==> src/rtl/adc_sample_framer.sv <==
// ADC sample framer: synchronizes the ADC ready strobe, boxcar-averages samples,
// queues results and streams each one as an A5-headed byte frame. Optional macro: ADC_FRAME_CHECKSUM_EN.
module adc_sample_framer #(
  parameter int AVG_LOG2   = 2,
  parameter int FIFO_DEPTH = 8
) (
  input  logic        clk,
  input  logic        rst_l,
  input  logic        sample_ready,
  input  logic [23:0] sample_data,
  input  logic        enable,
  input  logic        clear_stat,
  output logic [7:0]  tx_data,
  output logic        tx_valid,
  input  logic        tx_ready,
  output logic        overflow,
  output logic [7:0]  drop_cnt
);

  localparam int AW = 24 + AVG_LOG2;
  localparam int CW = (AVG_LOG2 > 0) ? AVG_LOG2 : 1;
  localparam int PW = $clog2(FIFO_DEPTH);
  localparam logic [CW-1:0] CNT_LAST = CW'((1 << AVG_LOG2) - 1);

  typedef enum logic [2:0] {
    TX_IDLE = 3'd0,
    TX_HDR  = 3'd1,
    TX_B2   = 3'd2,
    TX_B1   = 3'd3,
`ifdef ADC_FRAME_CHECKSUM_EN
    TX_B0   = 3'd4,
    TX_CHK  = 3'd5
`else
    TX_B0   = 3'd4
`endif
  } tx_state_t;

`ifdef ADC_FRAME_CHECKSUM_EN
  function automatic logic [7:0] frame_checksum(input logic [23:0] w);
    return w[23:16] ^ w[15:8] ^ w[7:0];
  endfunction
`endif

  logic                 s1_r, s2_r, s3_r;
  logic                 stb_s;
  logic signed [23:0]   sample_s;
  logic signed [AW-1:0] sample_ext_s;
  logic signed [AW-1:0] acc_r;
  logic signed [AW-1:0] sum_s;
  logic        [23:0]   avg_s;
  logic [CW-1:0]        cnt_r;
  logic [23:0]          result_r;
  logic                 result_vld_r;

  logic [23:0]          mem_r [FIFO_DEPTH];
  logic [PW:0]          wr_ptr_r, rd_ptr_r;
  logic                 empty_s, full_s;
  logic                 push_s, drop_s, pop_s;

  tx_state_t            state_r, state_nxt;
  logic [23:0]          word_r, word_nxt;
  logic [7:0]           tx_data_nxt;
  logic                 tx_valid_nxt;
  logic                 accept_s;

  assign stb_s        = s2_r & ~s3_r;
  assign sample_s     = sample_data;
  assign sample_ext_s = AW'(sample_s);
  assign sum_s        = acc_r + sample_ext_s;
  assign avg_s        = 24'(sum_s >>> AVG_LOG2);

  // Two-flop synchronizer plus edge-detect flop for the asynchronous ready strobe
  always_ff @(posedge clk or negedge rst_l) begin
    if (!rst_l) begin
      s1_r <= 1'b0;
      s2_r <= 1'b0;
      s3_r <= 1'b0;
    end else begin
      s1_r <= sample_ready;
      s2_r <= s1_r;
      s3_r <= s2_r;
    end
  end

  // Boxcar accumulator; the final sample is folded in directly so acc restarts at zero
  always_ff @(posedge clk or negedge rst_l) begin
    if (!rst_l) begin
      acc_r        <= '0;
      cnt_r        <= '0;
      result_r     <= 24'h000000;
      result_vld_r <= 1'b0;
    end else begin
      result_vld_r <= 1'b0;
      if (!enable) begin
        acc_r <= '0;
        cnt_r <= '0;
      end else if (stb_s) begin
        if (cnt_r == CNT_LAST) begin
          acc_r        <= '0;
          cnt_r        <= '0;
          result_r     <= avg_s;
          result_vld_r <= 1'b1;
        end else begin
          acc_r <= sum_s;
          cnt_r <= cnt_r + CW'(1);
        end
      end
    end
  end

  assign empty_s = (wr_ptr_r == rd_ptr_r);
  assign full_s  = (wr_ptr_r[PW] != rd_ptr_r[PW]) &&
                   (wr_ptr_r[PW-1:0] == rd_ptr_r[PW-1:0]);
  // A pop in the same cycle frees the slot, so a push into a full FIFO is still accepted
  assign push_s  = result_vld_r & (~full_s | pop_s);
  assign drop_s  = result_vld_r & full_s & ~pop_s;

  // Result storage array
  always_ff @(posedge clk) begin
    if (push_s) begin
      mem_r[wr_ptr_r[PW-1:0]] <= result_r;
    end
  end

  // FIFO pointers
  always_ff @(posedge clk or negedge rst_l) begin
    if (!rst_l) begin
      wr_ptr_r <= '0;
      rd_ptr_r <= '0;
    end else begin
      if (push_s) begin
        wr_ptr_r <= wr_ptr_r + (PW+1)'(1);
      end
      if (pop_s) begin
        rd_ptr_r <= rd_ptr_r + (PW+1)'(1);
      end
    end
  end

  // Drop statistics; a clear wins over a drop in the same cycle
  always_ff @(posedge clk or negedge rst_l) begin
    if (!rst_l) begin
      overflow <= 1'b0;
      drop_cnt <= 8'h00;
    end else if (clear_stat) begin
      overflow <= 1'b0;
      drop_cnt <= 8'h00;
    end else if (drop_s) begin
      overflow <= 1'b1;
      if (drop_cnt != 8'hFF) begin
        drop_cnt <= drop_cnt + 8'd1;
      end
    end
  end

  assign accept_s = tx_valid & tx_ready;

  // Frame sequencer: next state, next byte and FIFO pop
  always_comb begin
    state_nxt    = state_r;
    word_nxt     = word_r;
    tx_data_nxt  = tx_data;
    tx_valid_nxt = tx_valid;
    pop_s        = 1'b0;
    case (state_r)
      TX_IDLE: begin
        // A frame starts only toward a ready sink, so backpressured results stay queued
        if (!empty_s && tx_ready) begin
          pop_s        = 1'b1;
          word_nxt     = mem_r[rd_ptr_r[PW-1:0]];
          tx_data_nxt  = 8'hA5;
          tx_valid_nxt = 1'b1;
          state_nxt    = TX_HDR;
        end else begin
          tx_valid_nxt = 1'b0;
        end
      end
      TX_HDR: begin
        if (accept_s) begin
          tx_data_nxt = word_r[23:16];
          state_nxt   = TX_B2;
        end else begin
          state_nxt = TX_HDR;
        end
      end
      TX_B2: begin
        if (accept_s) begin
          tx_data_nxt = word_r[15:8];
          state_nxt   = TX_B1;
        end else begin
          state_nxt = TX_B2;
        end
      end
      TX_B1: begin
        if (accept_s) begin
          tx_data_nxt = word_r[7:0];
          state_nxt   = TX_B0;
        end else begin
          state_nxt = TX_B1;
        end
      end
      TX_B0: begin
        if (accept_s) begin
`ifdef ADC_FRAME_CHECKSUM_EN
          tx_data_nxt = frame_checksum(word_r);
          state_nxt   = TX_CHK;
`else
          tx_valid_nxt = 1'b0;
          state_nxt    = TX_IDLE;
`endif
        end else begin
          state_nxt = TX_B0;
        end
      end
`ifdef ADC_FRAME_CHECKSUM_EN
      TX_CHK: begin
        if (accept_s) begin
          tx_valid_nxt = 1'b0;
          state_nxt    = TX_IDLE;
        end else begin
          state_nxt = TX_CHK;
        end
      end
`endif
      default: begin
        tx_valid_nxt = 1'b0;
        state_nxt    = TX_IDLE;
      end
    endcase
  end

  // Sequencer state and registered stream outputs
  always_ff @(posedge clk or negedge rst_l) begin
    if (!rst_l) begin
      state_r  <= TX_IDLE;
      word_r   <= 24'h000000;
      tx_data  <= 8'h00;
      tx_valid <= 1'b0;
    end else begin
      state_r  <= state_nxt;
      word_r   <= word_nxt;
      tx_data  <= tx_data_nxt;
      tx_valid <= tx_valid_nxt;
    end
  end

endmodule

==> config.mk <==
export PLATFORM = sky130hd
export DESIGN_NAME = adc_sample_framer
export DESIGN_NICKNAME = d
export VERILOG_FILES = /design/src/rtl/adc_sample_framer.sv
export SDC_FILE = /design/constraint.sdc
export NUM_CORES = 1
export LEC_CHECK = 0
export ABC_AREA = 1
export CAP_MARGIN = 20
export CORE_ASPECT_RATIO = 1.25
export CORE_MARGIN = 2
export CORE_UTILIZATION = 40
export CTS_BUF_LIST = sky130_fd_sc_hd__clkbuf_4
export DETAILED_ROUTE_END_ITERATION = 12
export SLEW_MARGIN = 20
export SYNTH_ARGS = -nofsm -noshare
export SYNTH_HDL_FRONTEND = slang
export SYNTH_SLANG_ARGS = --single-unit
==> constraint.sdc <==
create_clock -name clk -period 2.73 [get_ports clk]
set_input_delay 0.546 -clock clk [delete_from_list [all_inputs] [get_ports clk]]
set_output_delay 0.546 -clock clk [all_outputs]
set_load 0.01 [all_outputs]
======== After elaboration in Yosys (flattened, before gate mapping) ========
Memories as Yosys holds them, arrays and structs flattened. A register that Yosys moved wholly into a read port is not among the register bits.
Cells that the tools add are included.
storage, ports and cells
  memories ................................ 1
  bits in writable memories ............... 192
  bits in registers ....................... 85
  output and inout port bits .............. 18
  logic and storage cells ................. 90
memories
  name   depth  bits a word  rd ports  clocked after Yosys merged registers in  wr ports  RTL line  text
  mem_r  8      24           1         1                                        1         55        logic [23:0] mem_r [FIFO_DEPTH];
cells by class
  add/sub/neg operators ................... 5
  reduce and logical (&&, ||, !) cells .... 14
  multiplexer cells ....................... 31
  bitwise logic cells ..................... 10
  equality and inequality tests ........... 15
operators with widths
  cell                 number
  $mux 26              3
  $mux 8               7
  $pmux 8 s4           1
  $add 26x24->26       1
  $pmux 3 s5           1
  $mux 1               11
  $ne 2x2->1 const B   5
  $mux 3               3
  $add 4x1->4 const B  2
  $add 8x1->8 const B  1
  $mux 2               4
  $ne 8x8->1 const B   1
  $eq 3x2->1 const B   2
  $reduce_and 2->1     3
  $and 1x1->1          5
  $reduce_and 5->1     1
  $eq 4x4->1           1
  $not 1->1            4
  $reduce_bool 2->1    2
  $reduce_bool 4->1    1
  $eq 3x1->1 const B   1
  $eq 3x3->1           1
  $eq 3x3->1 const B   1
  $logic_not 3->1      1
  other kinds (10)     12

======== Depth between registers and ports, before layout ========
Gate-level depths: netlist (run 1).
  word-level depth ........................ 9
  depth in mapped cells ................... 13

======== Worst setup path after synthesis (run 1) ========
No wires, ideal clock.
  path kind ............................... flip-flop to flip-flop
  start ................................... reg rd_ptr_r[1]
  end ..................................... mem mem_r[0][0], enable pin
  library setup time ...................... 0.405 ns
  data required time ...................... 2.325 ns
  arrival time ............................ 2.325 ns
  period minus slack after synthesis ...... 2.730 ns
  setup slack ............................. 0.000 ns
  cell stages (with the launch flop) ...... 12
  cells stage by stage .................... dfrtp_1 buf_6 inv_2 nand2_1 nand3_1 nor2_2 nand2_2 nand3_4 buf_8 nand2_8 nand3_4 nor2_1
between the ends
  longest elaborated chain between the ends .. 9
  elaborated cells on any way between the ends .. 12
ends and longest elaborated chain
  what                            RTL line  text
  start, declared                 56        logic [PW:0] wr_ptr_r, rd_ptr_r;
  start signal, assigned          135       rd_ptr_r <= rd_ptr_r + (PW+1)'(1);
  $eq 4x4->1                      111       assign empty_s = (wr_ptr_r == rd_ptr_r);
  $logic_not 1->1                 168       if (!empty_s && tx_ready) begin
  $logic_and 1x1->1               168
  $mux 1                          168
  $mux 1                          165       case (state_r)
  $or 1x1->1 *                    115       assign push_s = result_vld_r & (~full_s | pop_s);
  $and 1x1->1 *                   115
  $mux 1 *                        120       if (push_s) begin
  $mux 1 (implied by the code) *  121       mem_r[wr_ptr_r[PW-1:0]] <= result_r;
  end, declared                   55
Every way passes the cells marked *; elsewhere a longest branch is shown, timed or not.

======== Worst setup path in the final report (run 1) ========
  start ................................... reg drop_cnt[3]
  end ..................................... out drop_cnt[3]
RTL lines
  what                    RTL line  text
  start, declared         17        output logic [7:0] drop_cnt
  start signal, assigned  151       drop_cnt <= drop_cnt + 8'd1;
No word-level cell between the ends.

==> reports/results.env, run 1 <==
POWERDENSITY_nW_PER_UM2=830
FINAL-HOLD-VIOLATION-COUNT=0
SLOWEST_STAGE_CELL_ON_THE_CRITICAL_PATH='sky130_fd_sc_hd__clkdlybuf4s50_1'
EDFF_COUNT_SYNTH=192
FP.DIEH_UM=211
WORST-PATH-MAX-FANOUT=6
GRT_PASS1_WL_UM=53300
WORST-R2R-SETUP-SLACK_NS=0.56
DRIVE_GT1_SHARE_PCT=12.8
POST_SYNTH_INSTANCE_AREA_UM2=13700
FINAL_CELL_AREA_UM2=15900
NUMBER_OF_SYNTHESIZED_REGISTER_BITS=301
SYN_AREA_PER_CELL_UM2=10.1
FP.COREAREA_UM2=33600
CTSLONGESTPATHBUFFERS=3
SYNTH.LIB_CELLS_USED.DISTINCT=44
GRT_SETUP_UNREPAIRED='no'
DRTITER0DRC=500
GP_CONGESTION=0.889
CTS-ROOT-BUF='sky130_fd_sc_hd__clkbuf_4'
AREAGROWTHSYNTHTOFINISH_PCT=16.2
MIN_PERIOD_NS=2.24
REG2REGPATHDEPTH=10
IO_BUFFERS=47
SETUP_TOTAL_NEGATIVE_SLACK_NS=0
CP_NUM_BUF_INV=1
SYNTH_TOP_FLOP_CELL='sky130_fd_sc_hd__edfxtp_1'
FINISHED_LAYOUT_CELLS=1955
WORSTSETUPENDPOINTTYPE='primary output'
STARTPOINT_TYPE='flip-flop'
ROWS=75
CTS_HOLD_BUF=1
CLOCK_SINK_COUNT=301
INITIAL_UTILIZATION_PCT=40.7
SYNTH_WARNINGS=0
IOS=48
FIRST_GLOBAL_VIAS=10176
POST_CTS_RESIZE_COUNT=0
SYNTHESIS.NETS=1417
POST-CTS-SETUP-BUFFER-COUNT=0
CRIT-REG2REG-LAUNCH='rd_ptr_r[0]'
P_LEAK_nW=6.82
FINAL-SEQ-AREA_UM2=8490
LOGIC_DEPTH_OF_THE_WORST_SETUP_PATH_INCLUDING_BUFFERS=1
SYNTH_TOP_AREA_SHARE_PCT=42.2
POST-ROUTE-DRC-COUNT=0
CLK_PIN_SLEW_WORST_PATHS_NS=0.07
VIAS_PER_CELL=5.11
CRIT_PATH_CELL_TRACE='clkdlybuf4s50_1'
VDD_DROP_MAX_mV=0.442
GR-TOTAL-OVERFLOW=0
WORST_SLACK_NS=0.491
GRT_MAX_DEGREE=59
YOSYS.AREA.TOP_TYPE='sky130_fd_sc_hd__edfxtp_1'
CRITICAL_PATH.MAX_STAGE_DELAY_NS=0.57
WL_PER_CELL_UM=17.0
DIE_AREA_UM2=35600
VIAS=9985
SYNTH.YOSYS.SEQ_AREA_SHARE_PCT=62.2
DETAILED_PLACE.AREA_UM2=14800
H-TREE-DEPTH=3
MAX_CAP_VIOLATIONS=0
PLACE_HPWL_UM=21100
DP.CELLS=1811
ANTENNA_VIOLATING_NETS_LEFT=0
CLOCK_INSERTION_DELAY_WORST_SKEW_NS=0.69
FMAX_MHz=447
SYNTH_AREA_LEADERS='sky130_fd_sc_hd__edfxtp_1 42%, sky130_fd_sc_hd__dfrtp_1 20%, sky130_fd_sc_hd__nand2_1 12%'
TIMING.FINAL.MAX_SLEW_VIOLATIONS=0
RUN_STATUS='completed'
PLACE_WS_NS=0.0262
TRITONCTS.NUM_BUFFERS=78
GRT_ANTENNA_BEFORE_REPAIR=2
TIMING.HOLD.WORST.CLASS='in -> async'
PERIOD_SHARE_PCT=82.0
SYNTH_CELLS=1357
ROUTE.FINAL.WIRE_LENGTH_UM=33300
NUM-FILL-CELLS=3180
MAXSLEWHEADROOM_PCT=37.1
CRITICALPATHCATEGORY='reg -> out'
TRITONCTS='done'
SLEW_OF_THE_PIN_WITH_THE_LOWEST_SLEW_MARGIN_NS=0.943
REG2REG_TO='word_r[4]'
TIMING.CRITICAL_PATH.REQUIRED_NS=2.18
SETUP_VIOL_COUNT_FINAL=0
WORST-ENDPOINT-ARRIVAL_NS=1.69
DIE_WIDTH_UM=169
CP_TOP_FAMILY='buffers and inverters'
GLOBALROUTETOTALUTIL_PCT=19.3
NUMBER_OF_NETS_IN_THE_LAYOUT=1529
DRTPASS1ITERATIONS=4
FIN_WORST_SKEW_NS=0.0412
MULTI_INPUT_GATE_AREA_IN_THE_FINAL_LAYOUT_UM2=4490
SYNTH-ASYNC-RESET-RATIO_PCT=36.2
cell usage after synthesis, types with 2 or more instances:
cell and number:
sky130_fd_sc_hd__o21ai_1 2, sky130_fd_sc_hd__nand4_1 10, sky130_fd_sc_hd__buf_1 4, sky130_fd_sc_hd__or2_2 3
sky130_fd_sc_hd__nand2_8 2, sky130_fd_sc_hd__inv_2 4, sky130_fd_sc_hd__a31oi_1 5, sky130_fd_sc_hd__ha_1 29
sky130_fd_sc_hd__and2_1 2, sky130_fd_sc_hd__nor2_1 63, sky130_fd_sc_hd__a22o_1 5, sky130_fd_sc_hd__o221ai_1 24
sky130_fd_sc_hd__a21oi_1 71, sky130_fd_sc_hd__clkbuf_1 24, sky130_fd_sc_hd__nor3_2 3, sky130_fd_sc_hd__nor3_1 4
sky130_fd_sc_hd__nand3_4 3, sky130_fd_sc_hd__inv_1 111, sky130_fd_sc_hd__nand2_1 425, sky130_fd_sc_hd__edfxtp_1 192
sky130_fd_sc_hd__nor2_2 5, sky130_fd_sc_hd__o22ai_1 28, sky130_fd_sc_hd__buf_6 6, sky130_fd_sc_hd__xnor2_1 11
sky130_fd_sc_hd__buf_2 11, sky130_fd_sc_hd__o21ai_0 71, sky130_fd_sc_hd__nand3_1 98, sky130_fd_sc_hd__dfrtp_1 109
sky130_fd_sc_hd__xor2_1 12, sky130_fd_sc_hd__buf_4 3, sky130_fd_sc_hd__nand3b_1 4
kinds of logic (layout without fill, tap and decap cells):
group,after synthesis,in the layout,synth area share [%]
AND/OR/NAND/NOR,626,626,19.4
flip-flops,301,301,62.2
AO/OA/AOI/OAI,211,211,8.94
buffers and inverters,166,338,5.18
adder cells (fa/ha/maj),30,30,2.80
XOR/XNOR,23,23,1.48
other,0,3,0
layer usage:
layer / global-route usage (%) / part of all wire [%]
met3: 3.98 / 5.4
met1: 22.8 / 41
met2: 33.9 / 50
met4: 8.52 / 3.1
met5: 0 / 0
area by class of cell:
type	count	share of cell area, %
flip-flops and latches	301	53.5
multi-input cells	890	28.3
clock buffers	121	5.72
repair buffers	81	5.52
well taps	423	3.33
inverters	117	2.78
clock inverters	19	0.804
diodes	3	0.0473
state kept, by name, summed over array words and instances, names as in the netlist:
name and flops:
mem_r 192, acc_r 26, result_r 24, word_r 24
drop_cnt 8, tx_data 8, rd_ptr_r 4, wr_ptr_r 4
state_r 3, cnt_r 2, overflow 1, result_vld_r 1
s1_r 1, s2_r 1, s3_r 1, tx_valid 1
cell usage in the layout, fill, tap and decap left out, types with 5 or more instances in the layout:
| cell | count |
|---|---|
| sky130_fd_sc_hd__o21ai_0 | 71 |
| sky130_fd_sc_hd__nand4_1 | 10 |
| sky130_fd_sc_hd__inv_1 | 111 |
| sky130_fd_sc_hd__o22ai_1 | 28 |
| sky130_fd_sc_hd__nand3_1 | 98 |
| sky130_fd_sc_hd__clkdlybuf4s50_1 | 46 |
| sky130_fd_sc_hd__buf_12 | 12 |
| sky130_fd_sc_hd__edfxtp_1 | 192 |
| sky130_fd_sc_hd__xor2_1 | 12 |
| sky130_fd_sc_hd__ha_1 | 29 |
| sky130_fd_sc_hd__a22o_1 | 5 |
| sky130_fd_sc_hd__dfrtp_1 | 108 |
| sky130_fd_sc_hd__xnor2_1 | 11 |
| sky130_fd_sc_hd__a31oi_1 | 5 |
| sky130_fd_sc_hd__o221ai_1 | 24 |
| sky130_fd_sc_hd__nand2_1 | 425 |
| sky130_fd_sc_hd__a21oi_1 | 71 |
| sky130_fd_sc_hd__nor2_2 | 10 |
| sky130_fd_sc_hd__clkbuf_4 | 121 |
| sky130_fd_sc_hd__nor2_1 | 58 |
| sky130_fd_sc_hd__inv_2 | 8 |
| sky130_fd_sc_hd__buf_4 | 22 |
| sky130_fd_sc_hd__clkinv_1 | 11 |
power breakdown:
| group | switching (mW) | leakage [nW] | internal, mW |
|---|---|---|---|
| sequential | 0.321 | 3.16 | 5.24 |
| clock | 1.80 | 0.629 | 2.21 |
| combinational | 2.34 | 3.04 | 1.27 |
| total | 4.46 | 6.82 | 8.72 |
worst max path at each step:
stage | start | end
after global placement | sample_data[0] | result_r[10]
after global routing | rd_ptr_r[0] | word_r[3]
after CTS | drop_cnt[3] | drop_cnt[3]
final | drop_cnt[3] | drop_cnt[3]
after floorplan | rd_ptr_r[1] | mem_r[0][0]
after detailed placement | sample_data[0] | acc_r[8]
metrics by stage:
stage / util, % / hold WS, ns / total power, mW
2_1_floorplan: - / 0.250 / 8.00
3_3_place_gp: 44.1 / 0.346 / 9.24
3_5_place_dp: 44.1 / 0.354 / 9.29
4_1_cts: 47.2 / 0.253 / 13.3
5_1_grt: 47.2 / 0.260 / 14.1
6_report: 47.2 / 0.303 / 13.2
(Power assumes the default switching activity.)
==> run 2, diff against run 1 <==
==> constraint.sdc (replaced) <==
create_clock -name clk -period 2 [get_ports clk]
set_input_delay 0.4 -clock clk [delete_from_list [all_inputs] [get_ports clk]]
set_output_delay 0.4 -clock clk [all_outputs]
set_load 0.01 [all_outputs]
==> run 2 against run 1 <==
Cell count increased by 4.1%. Clock power increased by 35%. Die area unchanged. Routed wire length rose by 6.7%. Sequential cell count unchanged. Register-to-register slack got worse by 0.50 ns. Non-clock buffer count increased by 82. Utilization rose by 3.1 points. Global-route usage is 0.85 points higher. First-iteration DRC count grew 56%. Highest routed layer unchanged.
==> reports/results.env, run 2 (synthesis results as in run 1) <==
RUN_STATUS='completed'
GRT_PASS1_WL_UM=55600
GP_CONGESTION=0.930
FMAX_MHz=515
POST-ROUTE-DRC-COUNT=0
HOLD-WORST-SLACK_NS=0.0732
VIAS=10516
FINISHED_LAYOUT_CELLS=2035
CLOCK_SINK_COUNT=301
CLK_PIN_SLEW_WORST_PATHS_NS=0.07
FINAL-HOLD-VIOLATION-COUNT=0
ROWS=75
COMB_POWER_SHARE_PCT=29.6
LARGEST_REG_FLOPS=192
LAYOUT.CELLS.MOST_COMMON_LIST='414 x sky130_fd_sc_hd__nand2_1, 192 x sky130_fd_sc_hd__edfxtp_1, 117 x sky130_fd_sc_hd__clkbuf_4, 107 x sky130_fd_sc_hd__inv_1, 107 x sky130_fd_sc_hd__dfrtp_1'
DP.CELLS=1887
FINAL_CELL_AREA_UM2=16900
STARTPOINT_TYPE='flip-flop'
POWER.SEQUENTIAL.FRACTION_PCT=41.0
TIMING.HOLD.WORST.CLASS='in -> async'
FP.COREAREA_UM2=33600
NUMBER_OF_NETS_IN_THE_LAYOUT=1611
FINALPOWER_mW=18.4
VDD_DROP_MAX_mV=0.701
SW_FRAC_OF_TOTAL_PCT=34.2
GRT_ANTENNA_BEFORE_REPAIR=2
DETAILED_PLACE.AREA_UM2=15500
H-TREE-DEPTH=3
VIAS_PER_CELL=5.17
WORST-ENDPOINT-ARRIVAL_NS=2.53
REG2REGPATHDEPTH=9
GLOBALROUTETOTALUTIL_PCT=20.2
FIN_UTIL_PCT=50.4
CRITICALPATHCATEGORY='reg -> reg'
SLEW_OF_THE_PIN_WITH_THE_LOWEST_SLEW_MARGIN_NS=0.521
INTERNAL_POWER_mW=12.1
COMMONEST_NON_FILL_NON_TAP_CELL_IN_THE_LAYOUT='sky130_fd_sc_hd__nand2_1'
PERIOD_SHARE_PCT=97.0
CLOCK_INSERTION_DELAY_WORST_SKEW_NS=0.74
GR-TOTAL-OVERFLOW=0
AREAGROWTHSYNTHTOFINISH_PCT=24.0
CP_TOP_FAMILY='simple AND/OR/NAND/NOR gates'
ANTENNA_VIOLATING_NETS_LEFT=0
TRITONCTS='done'
WORST-PATH-MAX-FANOUT=2
NET-SWITCHING-POWER_mW=6.29
REG2REG_TO='acc_r[10]'
POWER_FRAC_CLOCK_PCT=29.4
DRIVE_GT1_SHARE_PCT=20.6
IOS=48
FP.DIEH_UM=211
CRIT_PATH_CELL_TRACE='ha_2 > fa_2 > buf_4 > nand3_1 > nand3b_1 > buf_4 > or2_2 > nand3_1 > nand2_1'
TRITONCTS.NUM_BUFFERS=78
DRTITER0DRC=781
SLOWEST_STAGE_CELL_ON_THE_CRITICAL_PATH='sky130_fd_sc_hd__dfrtp_1'
DRTPASS1ITERATIONS=7
FIN_WORST_SKEW_NS=0.0508
CTSLONGESTPATHBUFFERS=3
CP_NUM_BUF_INV=2
GRT_SETUP_UNREPAIRED='yes'
TIMING.FINAL.MAX_SLEW_VIOLATIONS=0
MIN_PERIOD_NS=1.94
DIE_WIDTH_UM=169
WORST_SLACK_NS=0.0600
CRIT-REG2REG-LAUNCH='acc_r[0]'
SETUP_VIOL_COUNT_FINAL=0
POWERDENSITY_nW_PER_UM2=1090
MAXSLEWHEADROOM_PCT=65.2
WL_PER_CELL_UM=17.4
DIE_AREA_UM2=35600
INITIAL_UTILIZATION_PCT=40.7
GRT_MAX_DEGREE=55
SETUP_TOTAL_NEGATIVE_SLACK_NS=0
MAX_CAP_VIOLATIONS=0
WORSTSETUPENDPOINTTYPE='flip-flop'
P_LEAK_nW=7.33
IO_BUFFERS=47
TIMING.CRITICAL_PATH.REQUIRED_NS=2.59
PLACE_WS_NS=-0.608
ROUTE.FINAL.WIRE_LENGTH_UM=35500
FIRST_GLOBAL_VIAS=10453
LOGIC_DEPTH_OF_THE_WORST_SETUP_PATH_INCLUDING_BUFFERS=9
PLACE_HPWL_UM=23000
WORST-R2R-SETUP-SLACK_NS=0.06
CTS-ROOT-BUF='sky130_fd_sc_hd__clkbuf_4'
CRITICAL_PATH.MAX_STAGE_DELAY_NS=0.38
==> run 2: power by group through the flow <==
stage / sequential (mW) / clock, mW / combinational [mW]
floorplan: 7.56 / 0 / 3.38
global placement: 7.65 / 0 / 5.28
detailed placement: 7.66 / 0 / 5.37
CTS: 7.54 / 5.55 / 5.37
global route: 7.60 / 5.87 / 6.07
finish: 7.54 / 5.40 / 5.45
==> run 2: worst reg2reg max path: stages, from the launching register on <==
cell and delay, ns:
sky130_fd_sc_hd__dfrtp_1 0.38, sky130_fd_sc_hd__ha_2 0.19, sky130_fd_sc_hd__fa_2 0.34, sky130_fd_sc_hd__buf_4 0.15
sky130_fd_sc_hd__nand3_1 0.08, sky130_fd_sc_hd__nand3b_1 0.12, sky130_fd_sc_hd__buf_4 0.16, sky130_fd_sc_hd__or2_2 0.28
sky130_fd_sc_hd__nand3_1 0.08, sky130_fd_sc_hd__nand2_1 0.05
==> run 2: final cells by class <==
class | instances | area, um2
fill | 3071 | 16700
clock inverter | 21 | 138
multi-input combinational | 890 | 4850
antenna | 3 | 7.51
tap | 423 | 529
sequential | 301 | 8500
clock buffer | 117 | 878
inverter | 117 | 444
timing repair buffer | 163 | 1590
==> run 2: worst max path at each step <==
stage,start,end
after floorplan,rd_ptr_r[1],mem_r[1][0]
after global placement,sample_data[12],result_r[15]
after detailed placement,sample_data[12],result_r[15]
after CTS,acc_r[12],result_r[13]
after global routing,acc_r[5],result_r[13]
final,acc_r[0],acc_r[10]
==> run 2: repair_timing <==
| item | 4_1_cts | 5_1_grt |
|---|---|---|
| endpoints found under the setup margin | 37 | 190 |
| resized for setup | 30 | 57 |
| hold buffers | 1 | 0 |
| setup buffers | 4 | 1 |
| endpoints found under the hold margin | 109 | 0 |
| gates cloned | 0 | 1 |
| pin swaps | 0 | 9 |
==> run 2: per-layer routing <==
layer	vias to the layer above	routed length, um	track usage (%)
li1	5092	-	-
met1	5013	14500	25.0
met2	334	18000	35.0
met3	77	2020	3.68
met4	0	943	7.52
met5	-	0	0
==> run 3, diff against run 2 <==
--- a/config.mk
+++ b/config.mk
@@ -5,13 +5,13 @@
 export SDC_FILE = /design/constraint.sdc
 export NUM_CORES = 1
 export LEC_CHECK = 0
-export ABC_AREA = 1
 export CAP_MARGIN = 20
 export CORE_ASPECT_RATIO = 1.25
 export CORE_MARGIN = 2
 export CORE_UTILIZATION = 40
 export CTS_BUF_LIST = sky130_fd_sc_hd__clkbuf_4
 export DETAILED_ROUTE_END_ITERATION = 12
+export RECOVER_POWER = 50
 export SLEW_MARGIN = 20
 export SYNTH_ARGS = -nofsm -noshare
 export SYNTH_HDL_FRONTEND = slang
==> run 3 against run 2 <==
The run now ends with setup timing left. Combinational power down 14%. Via count down 21%. Area after synthesis down 5.4%. Non-clock buffer count up 60. Cell count down 20%. Utilization up 4.5 points. Synthesized cell count down 34%. Critical path type unchanged.
==> reports/results.env, run 3 <==
WORST-R2R-SETUP-SLACK_NS=-0.32
SLOWEST_STAGE_CELL_ON_THE_CRITICAL_PATH='sky130_fd_sc_hd__dfrtp_1'
GRT_MAX_DEGREE=70
PLACE_HPWL_UM=17700
DETAILED_PLACE.AREA_UM2=15100
VIAS=8301
REG2REGPATHDEPTH=9
GR-TOTAL-OVERFLOW=0
ROUTED_LENGTH_ON_MET3_UM=1500
SYNTH_WARNINGS=0
TRITONCTS.NUM_BUFFERS=76
AREAGROWTHSYNTHTOFINISH_PCT=35.1
YOSYS-TOP-CELLS-COUNT='192 x sky130_fd_sc_hd__edfxtp_1, 109 x sky130_fd_sc_hd__dfrtp_1, 104 x sky130_fd_sc_hd__nand2_1'
P_LEAK_nW=7.14
POST_SYNTH_INSTANCE_AREA_UM2=12900
FINAL_CELL_AREA_UM2=17400
CLOCK_SINK_COUNT=301
CRITICALPATHCATEGORY='reg -> reg'
SYNTH_TOP_AREA_SHARE_PCT=44.6
TIMING.FINAL.MAX_SLEW_VIOLATIONS=0
CP_NUM_BUF_INV=0
MIN_PATH_CELLS=1
INITIAL_UTILIZATION_PCT=40.6
DRIVE_GT1_SHARE_PCT=35.7
SYNTH_AREA_LEADERS='sky130_fd_sc_hd__edfxtp_1 45%, sky130_fd_sc_hd__dfrtp_1 21%, sky130_fd_sc_hd__mux4_2 8.4%'
ANTENNA_VIOLATING_NETS_LEFT=0
WORST-ENDPOINT-ARRIVAL_NS=2.89
WORSTSETUPENDPOINTTYPE='flip-flop'
DETAILROUTE.WIRELENGTH.MET2_UM=16800
GLOBALROUTETOTALUTIL_PCT=19.6
VIOLATIONS_IN_THE_FINAL_REPORTS='setup timing'
SYNTH.LIB_CELLS_USED.DISTINCT=57
DRTITER0DRC=532
TIMING.CRITICAL_PATH.REQUIRED_NS=2.57
FP.COREAREA_UM2=31800
DIE_AREA_UM2=33800
FINISHED_LAYOUT_CELLS=1623
PLACE_WS_NS=-0.958
NUMBER_OF_SYNTHESIZED_REGISTER_BITS=301
CRITICAL_PATH.MAX_STAGE_DELAY_NS=0.41
MAX_CAP_VIOLATIONS=0
TRITONCTS='done'
SYNTH_CELLS=891
POWERDENSITY_nW_PER_UM2=1010
SYNTH_TOP_FLOP_CELL='sky130_fd_sc_hd__edfxtp_1'
CRIT-REG2REG-LAUNCH='acc_r[0]'
EDFF_COUNT_SYNTH=192
DIE_WIDTH_UM=165
FIN_UTIL_PCT=54.9
CTSLONGESTPATHBUFFERS=3
NUMBER_OF_NETS_IN_THE_LAYOUT=1207
ROUTED.TOP_LAYER='met4'
WORST_SLACK_NS=-0.316
SYNTHESIS.NETS=951
TIMING.HOLD.WORST.CLASS='in -> reg'
FP.DIEH_UM=205
ROWS=73
HOLDCRITSTARTPOINT='sample_ready'
FINAL-HOLD-VIOLATION-COUNT=0
VIAS_PER_CELL=5.11
STARTPOINT_TYPE='flip-flop'
RUN_STATUS='complete, but fails checks'
YOSYS.CELL_COUNT.TOP_TYPE='sky130_fd_sc_hd__edfxtp_1'
ROUTE.FINAL.WIRE_LENGTH_UM=31900
REG2REG_TO='result_r[22]'
GRT_ANTENNA_BEFORE_REPAIR=1
LAYOUT.CELLS.MOST_COMMON_LIST='192 x sky130_fd_sc_hd__edfxtp_1, 113 x sky130_fd_sc_hd__buf_4, 107 x sky130_fd_sc_hd__dfrtp_1, 105 x sky130_fd_sc_hd__clkbuf_4, 101 x sky130_fd_sc_hd__nand2_1'
CTS-ROOT-BUF='sky130_fd_sc_hd__clkbuf_4'
GRT_PASS1_WL_UM=49400
GRT_SETUP_UNREPAIRED='yes'
MAXSLEWHEADROOM_PCT=31.0
VDD_DROP_MAX_mV=0.923
DRTPASS1ITERATIONS=5
SLEW_OF_THE_PIN_WITH_THE_LOWEST_SLEW_MARGIN_NS=1.04
WORST_PATH_MOST_REPEATED_CELL='sky130_fd_sc_hd__a21oi_4'
POST-ROUTE-DRC-COUNT=0
YOSYS.AREA.TOP_TYPE='sky130_fd_sc_hd__edfxtp_1'
CRIT_PATH_CELL_TRACE='ha_4 > fa_2 > a21oi_4 > o21ai_4 > a211o_4 > a21oi_4 > o41ai_2 > xnor2_1 > o21ai_1'
FIRST_GLOBAL_VIAS=8873
TIMING.HOLD.WORST_ENDPOINT='s1_r'
CP_TOP_FAMILY='compound AO/OA/AOI/OAI gates'
FIN_WORST_SKEW_NS=0.0551
COMMONEST_NON_FILL_NON_TAP_CELL_IN_THE_LAYOUT='sky130_fd_sc_hd__edfxtp_1'
H-TREE-DEPTH=3
MIN_PERIOD_NS=2.32
WIRELENGTH_MET1_UM=12500
LARGEST_REG_FLOPS=192
SYNTH.YOSYS.SEQ_AREA_SHARE_PCT=65.7
CLOCK_INSERTION_DELAY_WORST_SKEW_NS=0.70
WL_PER_CELL_UM=19.7
SYN_AREA_PER_CELL_UM2=14.5
IOS=48
GP_CONGESTION=0.891
IO_BUFFERS=47
PERIOD_SHARE_PCT=116
WORST-PATH-MAX-FANOUT=4
DP.CELLS=1422
CLK_PIN_SLEW_WORST_PATHS_NS=0.06
SETUP_VIOL_COUNT_FINAL=226
SYNTH-ASYNC-RESET-RATIO_PCT=36.2
FMAX_MHz=432
-- run 3: cell types whose count changed after synthesis, sizes merged, moves of 9 or more --
cell / change
mux4: +48
inv: -104
buf: -11
o22ai: -28
nand3: -87
mux2i: +34
nor2: -20
a21o: +12
o221ai: -24
nand2: -325
xnor2: +9
a21oi: -41
-- run 3: what timing repair did --
item                                    in CTS  in global routing
setup buffers                               41                 11
endpoints found under the setup margin     246                263
hold endpoints to repair                   109                  0
resized for setup                           95                 43
cloned                                      18                  5
hold buffers                                 1                  0
pin swaps                                   29                 12
-- run 3: layout make-up --
class | instances | area [um2]
inverter | 12 | 45.0
clock buffer | 104 | 781
sequential | 301 | 8500
multi-input combinational | 533 | 4870
antenna | 1 | 2.50
fill | 2623 | 14300
tap | 412 | 515
timing repair buffer | 223 | 2450
clock inverter | 37 | 280
-- run 3: worst max path at each step --
stage | from | end | slack [ns] | depth (start not counted)
floorplan | state_r[0] | mem_r[0][0] | -0.59 | 5
global route | acc_r[0] | acc_r[24] | -0.40 | 9
detailed placement | sample_data[19] | result_r[23] | -0.96 | 9
global placement | sample_data[19] | result_r[23] | -0.89 | 9
CTS | acc_r[0] | result_r[18] | -0.31 | 9
finish | acc_r[0] | result_r[22] | -0.32 | 9
-- run 3: report_power, final --
| part | leakage, nW | switching (mW) | total, mW | internal (mW) |
|---|---|---|---|---|
| Combinational | 3.14 | 2.35 | 4.66 | 2.31 |
| Sequential | 3.38 | 0.324 | 7.38 | 7.05 |
| Clock | 0.615 | 2.50 | 5.59 | 3.09 |
| Total | 7.14 | 5.17 | 17.6 | 12.5 |
-- run 3: routing by layer --
| layer | vias up | global-route usage, % |
|---|---|---|
| li1 | 3956 | - |
| met1 | 4073 | 23.4 |
| met2 | 195 | 34.5 |
| met3 | 77 | 3.85 |
| met4 | 0 | 8.14 |
| met5 | - | 0 |
-- run 3: cells by family (layout without fill, tap and decap cells) --
family                     after synthesis  in the layout  synth area share (%)
AOI/OAI and AO/OA                      165            165                  7.96
xor gates and xnor gates                39             39                  2.75
adders and majority gates               30             30                  2.96
buffers and inverters                   57            376                  1.84
DFF                                    301            301                  65.7
muxes                                   84             84                  11.2
other                                    0              1                     0
and+or+nand+nor                        215            215                  7.56
-- run 3: stage by stage --
| stage | hold slack, ns | TNS, ns | power, mW |
|---|---|---|---|
| 2_1_floorplan | 0.104 | -71.70 | 10.4 |
| 3_3_place_gp | 0.337 | -135.88 | 11.8 |
| 3_5_place_dp | 0.341 | -134.49 | 11.9 |
| 4_1_cts | 0.113 | -42.38 | 17.6 |
| 5_1_grt | 0.251 | -59.76 | 18.6 |
| 6_report | 0.289 | -45.69 | 17.6 |
